==> config.mk <==
export PLATFORM = sky130hd
export DESIGN_NAME = alu_muldiv
export DESIGN_NICKNAME = d
export VERILOG_FILES = /design/src/rtl/lib_cpu.sv /design/src/rtl/lib_muldiv.sv /design/src/rtl/alu_muldiv_step.sv /design/src/rtl/alu_muldiv.sv
export SDC_FILE = /design/constraint.sdc
export NUM_CORES = 1
export LEC_CHECK = 0
export BUFFER_PORTS_ARGS = -buffer_cell sky130_fd_sc_hd__buf_2
export CAP_MARGIN = 20
export CORE_UTILIZATION = 60
export CTS_BUF_LIST = sky130_fd_sc_hd__clkbuf_2
export CTS_CLUSTER_SIZE = 10
export DETAILED_ROUTE_END_ITERATION = 16
export PLACE_DENSITY = 0.85
export SKIP_LAST_GASP = 1
export SYNTH_ARGS = -nofsm -noshare
export SYNTH_HDL_FRONTEND = slang
export SYNTH_HIERARCHICAL = 1
export SYNTH_SLANG_ARGS = --single-unit
==> constraint.sdc <==
create_clock -name clk -period 4 [get_ports clk]
set_input_delay 0.6 -clock clk [delete_from_list [all_inputs] [get_ports clk]]
set_output_delay 0.6 -clock clk [all_outputs]
set_load 0.05 [all_outputs]
==> src/rtl/lib_cpu.sv <==
`default_nettype none
// ============================================================================
//  Package     : lib_cpu
//  Description : CPU-wide constants shared by the execute-stage resources.
//                MAX_XLEN is the widest operand any execute unit supports;
//                width-generic helper functions are written at this width
//                and callers zero-extend / truncate around them.
//  Revision    : 1.0  initial release
// ============================================================================
package lib_cpu;

    localparam int MAX_XLEN = 64;

endpackage
`default_nettype wire

==> src/rtl/lib_muldiv.sv <==
`default_nettype none
// ============================================================================
//  Package     : lib_muldiv
//  Description : Types, state encoding and single-step arithmetic helpers for
//                the iterative multiply/divide unit (alu_muldiv).
//                fn_mul_step / fn_div_step work at MD_W bits; because both
//                are written so that zero-extended operands give the same
//                low-order result, any XLEN up to MD_W can use them.
//  Revision    : 1.0  initial release
// ============================================================================
package lib_muldiv;

    import lib_cpu::*;

    localparam int MD_W = MAX_XLEN;

    typedef enum logic [2:0] {
        OPT_MUL   = 3'd0,
        OPT_MULHU = 3'd1,
        OPT_DIVU  = 3'd2,
        OPT_REMU  = 3'd3,
        OPT_DIV   = 3'd4,
        OPT_REM   = 3'd5
    } muldiv_opt_e;

    // MULDIV_STATE encoding
    typedef logic [1:0] muldiv_state_t;
    localparam logic [1:0] ST_IDLE = 2'd0;
    localparam logic [1:0] ST_CALC = 2'd1;
    localparam logic [1:0] ST_FIX  = 2'd2;
    localparam logic [1:0] ST_DONE = 2'd3;

    // Request as issued by the execute stage (operands at maximum width).
    typedef struct packed {
        logic [2:0]      opt;
        logic [MD_W-1:0] a;
        logic [MD_W-1:0] b;
    } muldiv_req_t;

    // MSB-first shift-add: acc' = 2*acc + (mbit ? mcand : 0).
    // Consuming the multiplier from its MSB keeps the step independent of
    // the operand width, so the same function serves every XLEN.
    function automatic logic [2*MD_W-1:0] fn_mul_step(
        input logic [2*MD_W-1:0] acc,
        input logic [MD_W-1:0]   mcand,
        input logic              mbit
    );
        fn_mul_step = (acc << 1) + (mbit ? {{MD_W{1'b0}}, mcand} : '0);
    endfunction

    // Restoring divide step. Returns {new_remainder, quotient_bit}.
    // The quotient bit is 1 when the trial subtraction does not borrow.
    function automatic logic [MD_W:0] fn_div_step(
        input logic [MD_W-1:0] rem,
        input logic [MD_W-1:0] dvsr,
        input logic            nbit
    );
        logic [MD_W:0]   shifted;
        logic [MD_W+1:0] diff;
        logic            borrow;
        shifted = {rem, nbit};
        diff    = {1'b0, shifted} - {2'b00, dvsr};
        borrow  = diff[MD_W+1];
        fn_div_step = borrow ? {MD_W'(shifted), 1'b0} : {MD_W'(diff), 1'b1};
    endfunction

endpackage
`default_nettype wire

==> src/rtl/alu_muldiv_step.sv <==
`default_nettype none
// ============================================================================
//  Module      : alu_muldiv_step
//  Description : Combinational single-step datapath of the iterative
//                multiply/divide unit. One call = one radix-2 iteration.
//  Revision    : 1.0  initial release
//
//  Ports
//    is_div_i : 1 = restoring divide step, 0 = shift-add multiply step
//    acc_i    : 2*XLEN accumulator. MUL: partial product.
//               DIV: {remainder, dividend/quotient shift register}
//    a_i      : multiplicand (unused by divide)
//    b_i      : MUL: multiplier, consumed from MSB; DIV: divisor
//    acc_o    : accumulator after the step
//    b_o      : b after the step (multiplier shifted left; divisor kept)
// ============================================================================
module alu_muldiv_step
    import lib_muldiv::*;
#(
    parameter int XLEN = 32
) (
    input  logic              is_div_i,
    input  logic [2*XLEN-1:0] acc_i,
    input  logic [XLEN-1:0]   a_i,
    input  logic [XLEN-1:0]   b_i,
    output logic [2*XLEN-1:0] acc_o,
    output logic [XLEN-1:0]   b_o
);

    localparam int PW  = 2 * XLEN;
    localparam int MW2 = 2 * MD_W;

    logic [MW2-1:0] w_mul_full;
    logic [MD_W:0]  w_div_full;
    logic [PW-1:0]  w_acc_mul;
    logic [PW-1:0]  w_acc_div;

    assign w_mul_full = fn_mul_step(MW2'(acc_i), MD_W'(a_i), b_i[XLEN-1]);
    assign w_acc_mul  = PW'(w_mul_full);

    // The next dividend bit leaves the top of the low half while the new
    // quotient bit enters at its bottom.
    assign w_div_full = fn_div_step(MD_W'(acc_i[PW-1:XLEN]), MD_W'(b_i), acc_i[XLEN-1]);
    assign w_acc_div  = {XLEN'(w_div_full >> 1), acc_i[XLEN-2:0], w_div_full[0]};

    assign acc_o = is_div_i ? w_acc_div : w_acc_mul;
    assign b_o   = is_div_i ? b_i : {b_i[XLEN-2:0], 1'b0};

endmodule
`default_nettype wire

==> src/rtl/alu_muldiv.sv <==
`default_nettype none
// ============================================================================
//  Module      : alu_muldiv
//  Description : Iterative radix-2 multiply/divide execute resource.
//                IDLE -> CALC (XLEN steps) -> FIX (1 cycle) -> DONE.
//                Accept at edge t gives rsp_valid from edge t+XLEN+1.
//                Compile-time option ALU_MULDIV_SIGNED_EN enables the signed
//                DIV (4) / REM (5) opcodes; otherwise they return 0.
//  Revision    : 1.0  initial release
//
//  Ports
//    clk       : clock, rising edge
//    rst       : synchronous active-high reset
//    req_valid : request present          req_ready : unit idle, can accept
//    req_opt   : opcode                   req_a/b   : operands
//    rsp_valid : result held (DONE)       rsp_ready : consumer takes result
//    rsp_data  : result                   busy      : operation in flight
// ============================================================================
module alu_muldiv
    import lib_muldiv::*;
#(
    parameter int XLEN = 32
) (
    input  logic            clk,
    input  logic            rst,
    input  logic            req_valid,
    output logic            req_ready,
    input  logic [2:0]      req_opt,
    input  logic [XLEN-1:0] req_a,
    input  logic [XLEN-1:0] req_b,
    output logic            rsp_valid,
    input  logic            rsp_ready,
    output logic [XLEN-1:0] rsp_data,
    output logic            busy
);

    localparam int CNT_W = $clog2(XLEN + 1);
    localparam int PW    = 2 * XLEN;

    muldiv_state_t    state_q, state_d;
    logic [CNT_W-1:0] cnt_q, cnt_d;
    logic [2:0]       opt_q, opt_d;
    logic [XLEN-1:0]  a_q, a_d;
    logic [XLEN-1:0]  b_q, b_d;
    logic [PW-1:0]    acc_q, acc_d;
    logic [XLEN-1:0]  rsp_q, rsp_d;

    logic [XLEN-1:0]  w_a_in;
    logic [XLEN-1:0]  w_b_in;
    logic             w_req_div;
    logic             w_is_div;
    logic [PW-1:0]    w_acc_step;
    logic [XLEN-1:0]  w_b_step;
    logic [XLEN-1:0]  w_lo;
    logic [XLEN-1:0]  w_hi;
    logic             w_bzero;
    logic [XLEN-1:0]  w_result;

    // Every code from 2 upward runs the divide datapath; illegal codes are
    // zeroed in FIX, so which datapath they exercise does not matter.
    assign w_req_div = req_opt[1] | req_opt[2];
    assign w_is_div  = opt_q[1] | opt_q[2];

`ifdef ALU_MULDIV_SIGNED_EN
    logic neg_quo_q, neg_quo_d;
    logic neg_rem_q, neg_rem_d;
    logic w_neg_quo_in;
    logic w_neg_rem_in;
    logic w_req_signed;

    // Signed ops run on magnitudes; the sign of each result is recorded on
    // accept and restored in FIX. |MIN| wraps to MIN, which read as unsigned
    // is exactly 2^(XLEN-1), so the MIN / -1 overflow falls out naturally.
    assign w_req_signed = (req_opt == OPT_DIV) || (req_opt == OPT_REM);
    assign w_a_in       = (w_req_signed && req_a[XLEN-1]) ? -req_a : req_a;
    assign w_b_in       = (w_req_signed && req_b[XLEN-1]) ? -req_b : req_b;
    assign w_neg_quo_in = w_req_signed && (req_a[XLEN-1] ^ req_b[XLEN-1]);
    assign w_neg_rem_in = w_req_signed && req_a[XLEN-1];
`else
    assign w_a_in = req_a;
    assign w_b_in = req_b;
`endif

    alu_muldiv_step #(
        .XLEN (XLEN)
    ) u_step (
        .is_div_i (w_is_div),
        .acc_i    (acc_q),
        .a_i      (a_q),
        .b_i      (b_q),
        .acc_o    (w_acc_step),
        .b_o      (w_b_step)
    );

    // FIX-stage result selection and special cases
    always_comb begin
        w_lo     = acc_q[XLEN-1:0];
        w_hi     = acc_q[PW-1:XLEN];
        w_bzero  = (b_q == '0);
        w_result = '0;
        case (opt_q)
            OPT_MUL:   w_result = w_lo;
            OPT_MULHU: w_result = w_hi;
            OPT_DIVU:  w_result = w_bzero ? '1 : w_lo;
            // Divide by zero leaves the dividend in the remainder half.
            OPT_REMU:  w_result = w_hi;
`ifdef ALU_MULDIV_SIGNED_EN
            OPT_DIV:   w_result = w_bzero ? '1 : (neg_quo_q ? -w_lo : w_lo);
            OPT_REM:   w_result = neg_rem_q ? -w_hi : w_hi;
`endif
            default:   w_result = '0;
        endcase
    end

    always_comb begin
        state_d = state_q;
        cnt_d   = cnt_q;
        opt_d   = opt_q;
        a_d     = a_q;
        b_d     = b_q;
        acc_d   = acc_q;
        rsp_d   = rsp_q;
`ifdef ALU_MULDIV_SIGNED_EN
        neg_quo_d = neg_quo_q;
        neg_rem_d = neg_rem_q;
`endif
        case (state_q)
            ST_IDLE: begin
                if (req_valid) begin
                    state_d = ST_CALC;
                    cnt_d   = CNT_W'(XLEN);
                    opt_d   = req_opt;
                    a_d     = w_a_in;
                    b_d     = w_b_in;
                    acc_d   = w_req_div ? {{XLEN{1'b0}}, w_a_in} : '0;
`ifdef ALU_MULDIV_SIGNED_EN
                    neg_quo_d = w_neg_quo_in;
                    neg_rem_d = w_neg_rem_in;
`endif
                end
            end
            ST_CALC: begin
                acc_d = w_acc_step;
                b_d   = w_b_step;
                cnt_d = cnt_q - CNT_W'(1);
                if (cnt_q == CNT_W'(1)) begin
                    state_d = ST_FIX;
                end
            end
            ST_FIX: begin
                rsp_d   = w_result;
                state_d = ST_DONE;
            end
            ST_DONE: begin
                if (rsp_ready) begin
                    state_d = ST_IDLE;
                end
            end
            default: state_d = ST_IDLE;
        endcase
    end

    always_ff @(posedge clk) begin
        if (rst) begin
            state_q <= ST_IDLE;
            cnt_q   <= '0;
            opt_q   <= '0;
            a_q     <= '0;
            b_q     <= '0;
            acc_q   <= '0;
            rsp_q   <= '0;
`ifdef ALU_MULDIV_SIGNED_EN
            neg_quo_q <= 1'b0;
            neg_rem_q <= 1'b0;
`endif
        end else begin
            state_q <= state_d;
            cnt_q   <= cnt_d;
            opt_q   <= opt_d;
            a_q     <= a_d;
            b_q     <= b_d;
            acc_q   <= acc_d;
            rsp_q   <= rsp_d;
`ifdef ALU_MULDIV_SIGNED_EN
            neg_quo_q <= neg_quo_d;
            neg_rem_q <= neg_rem_d;
`endif
        end
    end

    assign req_ready = (state_q == ST_IDLE);
    assign rsp_valid = (state_q == ST_DONE);
    assign busy      = (state_q != ST_IDLE);
    assign rsp_data  = rsp_q;

endmodule
`default_nettype wire

Yosys cells after proc, flatten, opt, wreduce, memory -nomap -nowiden
Cells that the tools add are included.
{"block": "classes", "add_sub_neg": 3, "multipliers": 0, "n_eq_ne": 11, "div_mod_pow": 0, "order_cmp": 0, "n_reduce_logical": 10, "n_mux": 17, "shift": 0, "bitwise_logic": 2}
{"op": "$mux W32", "n": 5}
{"op": "$mux W64", "n": 2}
{"op": "$pmux W64 S2", "n": 1}
{"op": "$pmux W32 S3", "n": 1}
{"op": "$add A64 B64 Y64", "n": 1}
{"op": "$pmux W32 S2", "n": 1}
{"op": "$sub A33 B32 Y34", "n": 1}
{"op": "$mux W33", "n": 1}
{"op": "$logic_not A32 Y1", "n": 1}
{"op": "$pmux W6 S2", "n": 1}
{"op": "$pmux W2 S4", "n": 1}
{"op": "$eq A3 B2 Y1 const B", "n": 2}
{"op": "$eq A6 B1 Y1 const B", "n": 1}
{"op": "$mux W2", "n": 3}
{"op": "$mux W6", "n": 1}
{"op": "$ne A2 B2 Y1 const B", "n": 3}
{"op": "$reduce_and A3 Y1", "n": 2}
{"op": "$sub A6 B1 Y6 const B", "n": 1}
{"op": "$eq A2 B2 Y1 const B", "n": 2}
{"op": "$reduce_and A2 Y1", "n": 2}
{"op": "$reduce_bool A2 Y1", "n": 2}
{"op": "$eq A3 B1 Y1 const B", "n": 1}
{"op": "$logic_not A3 Y1", "n": 1}
{"op": "$eq A2 B1 Y1 const B", "n": 1}
{"op": "4 further kinds", "n": 5}
{"block": "totals", "word_cells": 50, "latch_bits": 0, "mem_bits_ro": 0, "ramBits": 0, "memories": 0, "regBits": 171, "in_bits": 71}

Logic depth before layout (Yosys ltp)
{"block": "logic_depth", "ltp_word": 4, "depth_mapped": 16, "mapped_depth_nobuf": 15}

By module
Netlist, hierarchy kept.
{"mod": "alu_muldiv", "seq_area_each_um2": 3423.3, "area_per_inst_um2": 7095.6, "cells_each": 765, "n_inst": 1}
{"mod": "alu_muldiv_step", "seq_area_each_um2": 0.0, "area_per_inst_um2": 5295.1, "cells_each": 839, "n_inst": 1}

Least setup slack after synthesis
Ideal clock, no wire load.
{"block": "synth_path", "path_kind": "register to register", "start": "register b_q[31]", "end": "register acc_q[57]", "arrival_time_ns": 3.141, "setup_time_ns": 0.128, "stages_incl_launch_ff": 16, "path_slack_ns": 0.732, "synth_period_minus_slack_ns": 3.268, "cell_sequence": "dfxtp_1 > clkbuf_1 > nand2_1 > fa_1 > nor2b_1 > o31ai_1 > a211oi_2 > o31ai_1 > a31o_1 > buf_6 > or4_1 > nor2_1 > a32oi_1 > o21a_1 > a22oi_1 > nor2_1"}
{"block": "synth_between", "elab_chain_len": 4, "elab_cells_between_ends": 6, "cone_classes": "2 x add/sub; 4 x mux"}
{"item": "from (decl)", "line_no": "alu_muldiv.sv:44", "text": "logic [XLEN-1:0] b_q, b_d;"}
{"item": "from (signal assigned)", "line_no": "alu_muldiv.sv:169", "text": "b_q <= '0;"}
{"item": "from (signal assigned)", "line_no": "alu_muldiv.sv:181", "text": "b_q <= b_d;"}
{"item": "$mux W32 or $sub A33 B32 Y34 (tied branches)", "line_no": "lib_muldiv.sv:48, lib_muldiv.sv:62"}
{"item": "$add A64 B64 Y64 or $mux W33 (tied branches)", "line_no": "lib_muldiv.sv:48, lib_muldiv.sv:64"}
{"item": "$mux W64 *", "line_no": "alu_muldiv_step.sv:46", "text": "assign acc_o = is_div_i ? w_acc_div : w_acc_mul;"}
{"item": "named net w_acc_step[57]", "line_no": "alu_muldiv.sv:52", "text": "logic [PW-1:0] w_acc_step;"}
{"item": "$pmux W64 S2 *", "line_no": "alu_muldiv.sv:127", "text": "case (state_q)"}
{"item": "to (signal assigned)", "line_no": "alu_muldiv.sv:170", "text": "acc_q <= '0;"}
{"item": "to (signal assigned)", "line_no": "alu_muldiv.sv:182", "text": "acc_q <= acc_d;"}
{"item": "to (decl)", "line_no": "alu_muldiv.sv:45", "text": "logic [PW-1:0] acc_q, acc_d;"}
The timed path passes the listed nets; every way through them passes the cells marked *.
A chain may end at the register's enable or synchronous reset.

Worst setup path after layout
{"block": "layout_path", "start": "register b_q[12]", "end": "register acc_q[37]"}
{"block": "layout_between", "elab_chain_len": 4}
{"item": "$sub A33 B32 Y34", "line_no": "lib_muldiv.sv:62", "text": "diff = {1'b0, shifted} - {2'b00, dvsr};"}
{"item": "$mux W33", "line_no": "lib_muldiv.sv:64", "text": "fn_div_step = borrow ? {MD_W'(shifted), 1'b0} : {MD_W'(diff), 1'b1};"}
{"item": "$mux W64", "line_no": "alu_muldiv_step.sv:46"}
{"item": "named net w_acc_step[37]", "line_no": "alu_muldiv.sv:52"}
{"item": "$pmux W64 S2", "line_no": "alu_muldiv.sv:127"}
The timed path passes the listed nets, and every way through them passes these cells.

==> run metrics <==
die width 146 µm; top-area cell type share of the netlist area 0.276; FP Rows 52; asr flop ratio synth 0; initial antenna violation count 1; Slew headroom 0.278; syn_area_per_cell 7.72 µm²; Yosys warning total 6; num ports 106; Sw Pwr 0.00443 W; Clk network pwr share 0.095; final setup vio count 0; vias in the first global route 12100; drt first pass iters 6; IO buf count 105; CP Data Arrival Time 4.45 ns; DRT antenna net count 0; post-synthesis sequential area ratio 0.276; met3 GRT Util 0.0596; share of the core filled with cells 0.676; Post CTS Setup Buffer Count 0; Clk Latency, worst-skew pair 0.79 ns; Sinks on Clock Net 171; P_leak 5.73 nW; Area Growth Syn to Fin 10.4%; Cells after Synth 1604; cell area after synthesis 12400 µm²; most crowded layer after global routing met2; Yosys cell types 81; commonest cells after routing, fill and taps aside 219 x nand2_1, 170 x dfxtp_1, 150 x nor2_1, 109 x a21oi_1, 104 x buf_2; Max-Cap Viols 0; Hold Crit Depth 3; vias post-DR 12600; WL final 36.3 mm; met1 Track Usage GR 0.427; Residual DRC 0; Overflow after GRT 0; RSZ-0062 raised after global routing no; Final HPWL DP 26.3 mm; routed len/inst 18.3 µm; Longest Clk Path Bufs 2; CP endpoint kind register; Cell Int Power 0.00427 W; Sw Ratio 0.509; global-route track usage on met2 0.576; outcome finished, final reports clean; Initial Util 0.612; worst-path maximum fanout 16; total CTS buffers 17; Total Routing Usage GR 0.342; Worst Skew 0.0421 ns; Primary FF master, synth dfxtp_1; Via density 6.36; Tightest Hold Check Type input port to register; main area contributors after synthesis dfxtp_1 28%, ha_1 7.0%, nand2_1 6.6%; syn nets 1746; Fin. Hold Viols 0; Critical Path RT 4.67 ns; die height 146 µm; Max VDD drop 1050 µV; Comb power frac 0.606; Root Buffer clkbuf_2; fmax 0.264 GHz; CTS tree done; Final Critical Period 3.78 ns; Synth Register Bits 171; DRT iter0 DRCs 1186; first-pass GRT wire length 59.3 mm; WS Path Type register to register; largest area contributor in the netlist dfxtp_1; max-slew violations 0; number of synthesized flops with an enable pin 0; layout cells sized above 1 0.139; Die ar. 21200 µm²; R2R depth 14; Reg power frac 0.299; Core Region 20200 µm²; Layout Nets 1847; clock-pin slew on the worst setup and hold paths 0.27 ns; slew of the pin with the lowest slew margin 1.08 ns; largest net degree at the start of global routing 86; placer congestion estimate 0.965; CP Launch Type register; TNS Setup 0 ns; # H-tree levels 4; PwrDens 636 nW/µm²; commonest non-fill, non-tap cell in the layout nand2_1; Final Cycle Share 0.945
==> cell usage after synthesis, types with 6 or more instances <==
master / instances
nand2_1: 219
a311oi_1: 6
clkbuf_1: 65
o21ai_0: 76
o21ai_1: 25
dfxtp_1: 171
a211oi_1: 42
a21oi_1: 109
nor4_1: 11
inv_1: 59
a21o_1: 23
mux2i_1: 34
nor3_1: 53
a221oi_1: 35
buf_6: 8
xnor2_1: 26
ha_1: 69
and2_1: 42
nand4_1: 13
nor2_1: 152
and3_1: 19
nand3_1: 21
buf_2: 25
a31oi_1: 10
mux2_1: 34
o21bai_1: 7
nand2b_1: 7
a211oi_2: 23
xor2_1: 32
o21a_1: 19
a22oi_1: 66
==> layer usage <==
| metal | routed length [µm] | vias up |
|---|---|---|
| met5 | 0 | - |
| met4 | 1230 | 0 |
| met3 | 2620 | 92 |
| met2 | 17200 | 590 |
| met1 | 15300 | 5933 |
| li1 | - | 6020 |
==> sequential cells by signal, indices dropped and copies added, names as in the netlist <==
name,count
cnt_q,6
opt_q,3
acc_q,64
a_q,32
rsp_data,32
b_q,32
state_q,2
==> worst paths after layout <==
check	from	to	slack, ns
setup / recovery	b_q[12]$_SDFFE_PP0P_	acc_q[37]$_SDFFE_PP0P_	0.22
hold / removal	req_a[30]	a_q[30]$_SDFFE_PP0P_	0.06
setup reg to reg	b_q[12]$_SDFFE_PP0P_	acc_q[37]$_SDFFE_PP0P_	0.22
hold reg to reg	a_q[21]$_SDFFE_PP0P_	a_q[21]$_SDFFE_PP0P_	0.47
==> critical path: stages (launching register included) <==
cell	delay, ns
dfxtp_1	0.44
inv_1	0.08
ha_1	0.38
a21oi_2	0.25
o211ai_1	0.15
nor4_2	0.53
a211oi_2	0.22
o311ai_4	0.40
a21oi_1	0.28
buf_4	0.28
a311oi_1	0.22
a41oi_1	0.08
o21a_1	0.13
a22oi_1	0.14
nor2_1	0.06
==> final cells by class <==
| cell class | count | area [µm²] |
|---|---|---|
| Multi-Input combinational cell | 1268 | 8270 |
| Fill cell | 1737 | 6550 |
| Sequential cell | 171 | 3420 |
| Timing Repair Buffer | 188 | 1240 |
| Tap cell | 270 | 338 |
| Inverter | 59 | 221 |
| Clock inverter | 14 | 95.1 |
| Clock buffer | 17 | 85.1 |
| Antenna cell | 1 | 2.50 |
==> stage by stage <==
stage               setup slack (ns)  cell area [µm²]  hold slack [ns]  std cells  power [W]
finish                         0.219            13700           0.0568       1988    0.00870
CTS                            0.104            13600         0.000187       1983    0.00858
detailed placement             0.160            13200            0.445       1926    0.00773
floorplan                      0.732            12400            0.432       1604    0.00648
global route                  0.0140            13700          0.00117       1988    0.00932
global placement               0.273            13200            0.439       1926    0.00758
==> power groups by stage <==
stage | logic (W) | registers [W] | clock network (W)
after floorplan | 0.00391 | 0.00258 | 0
after global placement | 0.00499 | 0.00260 | 0
after detailed placement | 0.00510 | 0.00262 | 0
after CTS | 0.00515 | 0.00258 | 0.000840
after global routing | 0.00575 | 0.00266 | 0.000909
final | 0.00527 | 0.00260 | 0.000827
==> cell families (layout without fill, tap and decap cells) <==
group / count (synthesis) / count (layout) / share of synthesized area
XOR/XNOR: 58 / 58 / 0.0410
multiplexers: 73 / 73 / 0.0631
other: 0 / 1 / 0
AND/OR/NAND/NOR: 573 / 573 / 0.214
adder cells (fa/ha/maj): 71 / 71 / 0.0729
AO/OA/AOI/OAI: 493 / 493 / 0.274
buffers and inverters: 165 / 278 / 0.0586
flip-flops: 171 / 171 / 0.276
==> repair_timing <==
item / CTS / global route
setup endpoints to repair: 0 / 11
hold buffers: 26 / 3
endpoints found under the hold margin: 26 / 3
resized for setup: 0 / 1
Note: power is estimated with default switching activity, not from simulation.
